===== src/rtl/request_vector_serializer.sv =====
// Streams the index of every set bit of an accepted request vector, highest first,
// one index per cycle over a valid/ready handshake, flagging the final beat.
//
// state | meaning
// IDLE  | no vector pending; ready to accept
// EMIT  | pending holds the remaining bits; top index presented on out_index
module request_vector_serializer #(
    parameter int WIDTH = 8,
    parameter int IDX_W = $clog2(WIDTH)
) (
    input  logic             clk,
    input  logic             rst,
    input  logic             in_valid,
    output logic             in_ready,
    input  logic [WIDTH-1:0] in_vector,
    output logic             out_valid,
    input  logic             out_ready,
    output logic [IDX_W-1:0] out_index,
    output logic             out_last,
    output logic [IDX_W:0]   out_seq,
    output logic             zero_drop
);

    typedef enum logic {IDLE, EMIT} state_t;

    state_t           state_q;
    logic [WIDTH-1:0] pending_q;
    logic [WIDTH-1:0] pending_d;
    logic [IDX_W:0]   seq_q;
    logic             zero_drop_q;
    logic [IDX_W-1:0] top_idx;
    logic             single_bit;
    logic             xfer;
    logic             accept;

    // Highest set bit wins: later iterations overwrite earlier ones.
    always_comb begin
        top_idx = '0;
        for (int i = 0; i < WIDTH; i++) begin
            if (pending_q[i]) top_idx = IDX_W'(i);
        end
    end

    assign single_bit = (pending_q != '0) && ((pending_q & (pending_q - 1'b1)) == '0);
    assign pending_d  = pending_q & ~(WIDTH'(1) << top_idx);

    assign out_valid = (state_q == EMIT);
    assign out_index = top_idx;
    assign out_last  = out_valid && single_bit;
    assign out_seq   = seq_q;
    assign zero_drop = zero_drop_q;

    // Accepting during the final transfer lets vectors stream with no idle gap.
    assign in_ready = !rst && ((state_q == IDLE) || (out_last && out_ready));
    assign xfer     = out_valid && out_ready;
    assign accept   = in_valid && in_ready;

    always_ff @(posedge clk) begin
        if (rst) begin
            state_q     <= IDLE;
            pending_q   <= '0;
            seq_q       <= '0;
            zero_drop_q <= 1'b0;
        end else begin
            zero_drop_q <= 1'b0;
            if (accept) begin
                if (in_vector != '0) begin
                    pending_q <= in_vector;
                    seq_q     <= '0;
                    state_q   <= EMIT;
                end else begin
                    pending_q   <= '0;
                    state_q     <= IDLE;
                    zero_drop_q <= 1'b1;
                end
            end else if (xfer) begin
                pending_q <= pending_d;
                seq_q     <= seq_q + 1'b1;
                if (out_last) state_q <= IDLE;
            end
        end
    end

endmodule


===== config.mk =====
export PLATFORM = sky130hd
export DESIGN_NAME = request_vector_serializer
export DESIGN_NICKNAME = d
export VERILOG_FILES = /design/src/rtl/request_vector_serializer.sv
export SDC_FILE = /design/constraint.sdc
export NUM_CORES = 1
export LEC_CHECK = 0
export ABC_AREA = 1
export ABC_CLOCK_PERIOD_IN_PS = 1900
export CELL_PAD_IN_SITES_DETAIL_PLACEMENT = 0
export CELL_PAD_IN_SITES_GLOBAL_PLACEMENT = 2
export CORE_ASPECT_RATIO = 1.5
export CORE_UTILIZATION = 24
export DETAILED_ROUTE_END_ITERATION = 10
export PLACE_DENSITY = 0.81
export SETUP_SLACK_MARGIN = 0.1
export SLEW_MARGIN = 20
export SYNTH_ARGS = -nofsm -noshare
export SYNTH_HDL_FRONTEND = slang
export SYNTH_SLANG_ARGS = --single-unit

===== constraint.sdc =====
create_clock -name clk -period 1.9 [get_ports clk]
set_input_delay 0.57 -clock clk [delete_from_list [all_inputs] [get_ports clk]]
set_output_delay 0.57 -clock clk [all_outputs]
set_load 0.01 [all_outputs]

==> results.cfg <==
[clocking]
clock_path_buffers = 2
clock_latency_ns = 0.24
cts_buffers = 3
path_clk_slew_ns = 0.06
cts_tree = built
htree_levels = 1
ctsHoldBuffers = 0
clockRootBuffer = clkbuf_8
cts_sinks = 14

[pwr]
ir_drop_mv = 0.428
seq_power_share_pct = 34.3
power_frac_clock_pct = 30.1
swShare_pct = 28.7
p_leak_nw = 0.752
intPower_w = 0.000673
power_density_mw_per_mm2 = 629
power_frac_comb_pct = 35.6
p_sw_w = 0.000270

[synthesis]
async_reset_ff_share_pct = 0
syn-num-nets = 144
yosys_warnings = 0
ys.flop_type = dfxtp_1
syn_area_um2 = 853
synth_edf_count = 0
seq_area_frac_synth_pct = 32.8
ys_ff_latch = 14
synthCells = 131
syn_avg_cell_area_um2 = 6.51
yosysUniqueCellTypes = 24

[timing]
post-route-min-period_ns = 2.02
slew_headroom_pct = 84.1
hold-worst-slack_ns = 0.487
setup_slack_ns = -0.119
fin_crit_sh_pct = 106
hold_viol_final = 0
max_freq_ghz = 0.495
skew_ns = 0.00212
slew_viol_final = 0
tightest_slew_ns = 0.237
rsz0062_at_grt = yes
finalSetupViolations = 3

[routing]
drc_errors = 0
post_drt_via_cell_ratio = 4.60
wl_per_cell_um = 10.7
dr.first_iter.drc_count = 12
firstDrtPassIters = 4
wl_mm = 2.49
ant_nets = 0
vias = 1076

[place]
dp_hpwl_mm = 2.01
place_ws_ns = -0.589
io_buffers = 22
place_congestion = 0.760

[critical_path]
path_cells = nor2_4 -> nand2_1 -> nand2_1 -> nand2_2 -> nor2_2 -> nand3_2 -> a21oi_2 -> buf_2
end_kind = output pin
start_kind = register
critPathMostFrequentCell = nand2_1
r2r_cells = 13
cpPeakStageDelay_ns = 0.34
reg2reg_slack_ns = 0.06
cp.depth = 8
critPathSlowestCell = dfxtp_2
arrival_ns = 1.45
critical_path_required_ns = 1.33
cp_top_family = simple AND/OR/NAND/NOR gates
cp_num_buf_inv = 1
worstPathMaxFanout = 4
worst-setup-path-type = register to output pin

[job]
cap_violations = 0

[grt]
track_usage_pct = 14.6
grt_pass1_wl_mm = 4.22
first_global_vias = 1072
antenna_found_initial = 0
grt_max_degree = 12
overflow = 0

[outcome]
outcome = finished, violations left
violations = setup timing

[cells_and_area]
fillers = 370
antenna_cells = 0
syn_to_final_growth_pct = 76.0
final_nets = 206
drive_above_1_share_pct = 40.6

[die]
fp-row-count = 26
die_height_um = 75.0
start_util_pct = 25.0
die_area_mm2 = 0.00380
die_w_um = 50.7
core_area_mm2 = 0.00342
pin_count = 23

[worst_hold_path]
hold_depth = 2
hp-class = register to register
[worst min-delay path, stage by stage, from the launching register on]
cell and delay, ns:
dfxtp_2 0.34, o21ai_2 0.06, a21oi_1 0.06
[registers in the layout, indices dropped and copies added (netlist names)]
| signal | count |
|---|---|
| out_seq | 4 |
| out_valid | 1 |
| pending_q | 8 |
| zero_drop | 1 |
[final timing paths]
check                                  start            to
worst min register to register  pending_q[1]  pending_q[1]
worst max-delay path            pending_q[3]      in_ready
worst max register to register  pending_q[3]  pending_q[5]
worst min-delay path            pending_q[1]  pending_q[1]
[cells by family after synthesis]
kind of cell / after synthesis / synth area share [%]
buffers and inverters: 22 / 11.1
AO/OA/AOI/OAI: 24 / 14.1
XOR/XNOR: 2 / 2.05
flip-flops: 14 / 32.8
adder cells (fa/ha/maj): 1 / 1.47
AND/OR/NAND/NOR: 68 / 38.4
[final cells by class]
cell class	instances	area, um2	share of cell area [%]
Tap cell	42	52.6	3.50
Clock buffer	4	55.1	3.67
Inverter	19	73.8	4.92
Sequential cell	14	292	19.4
Timing Repair Buffer	60	500	33.3
Multi-Input combinational cell	95	528	35.2
[placed cells by master, fill, tap and decap left out, types with 2 or more instances in the layout]
cell type        count
buf_4               37
nand2_1             23
nand3_1             22
inv_1               14
a21oi_1             11
clkdlybuf4s50_1     10
dfxtp_1              7
dfxtp_2              6
nand2_2              5
nor2_1               5
dlymetal6s2s_1       5
o21ai_1              4
nand3_2              4
o21ai_0              4
clkbuf_8             4
inv_2                3
a21oi_2              3
nor2_2               3
buf_2                3
o21ai_2              2
dlygate4sd2_1        2
[routing by layer]
| layer | routed length (um) | GRT usage (%) |
|---|---|---|
| met1 | 974 | 13.2 |
| met2 | 1410 | 30.7 |
| met3 | 87 | 2.63 |
| met4 | 24 | 6.48 |
| met5 | 0 | 0 |
[synth_stat cells, types with 2 or more instances]
| cell type | number | area, um2 |
|---|---|---|
| inv_1 | 16 | 60.1 |
| nor2_1 | 7 | 26.3 |
| o21ai_0 | 7 | 35.0 |
| nand3_2 | 3 | 30.0 |
| inv_2 | 2 | 7.51 |
| nand3_1 | 23 | 115 |
| nand2_1 | 27 | 101 |
| dfxtp_1 | 14 | 280 |
| o21ai_1 | 3 | 15.0 |
| a21oi_1 | 14 | 70.1 |
| nor4_1 | 2 | 12.5 |
[power groups by stage]
stage                     Clock, W  Sequential, W  Combinational, W
final                     0.000284       0.000324          0.000336
after global placement           0       0.000327          0.000284
after floorplan                  0       0.000328          0.000125
after detailed placement         0       0.000327          0.000286
after CTS                 0.000294       0.000324          0.000324
after global routing      0.000309       0.000326          0.000369
[metrics by stage]
step / std cells / setup TNS (ns) / total power, W / util (%) / area (um2)
floorplan: 131 / 0 / 0.000454 / - / 853
CTS: 231 / -0.218 / 0.000943 / 42.6 / 1460
finish: 234 / -0.286 / 0.000944 / 44.0 / 1500
global placement: 220 / -1.63 / 0.000610 / 38.4 / 1310
global route: 234 / -0.570 / 0.00100 / 44.0 / 1500
detailed placement: 220 / -1.80 / 0.000613 / 38.4 / 1310
[repair_timing]
| item | CTS | global route |
|---|---|---|
| gates resized for setup | 41 | 13 |
| setup buffers | 7 | 3 |
| pin swaps | 13 | 5 |
| setup endpoints to repair | 6 | 17 |
| cloned | 0 | 0 |
Note: power is estimated with default switching activity, not from simulation.
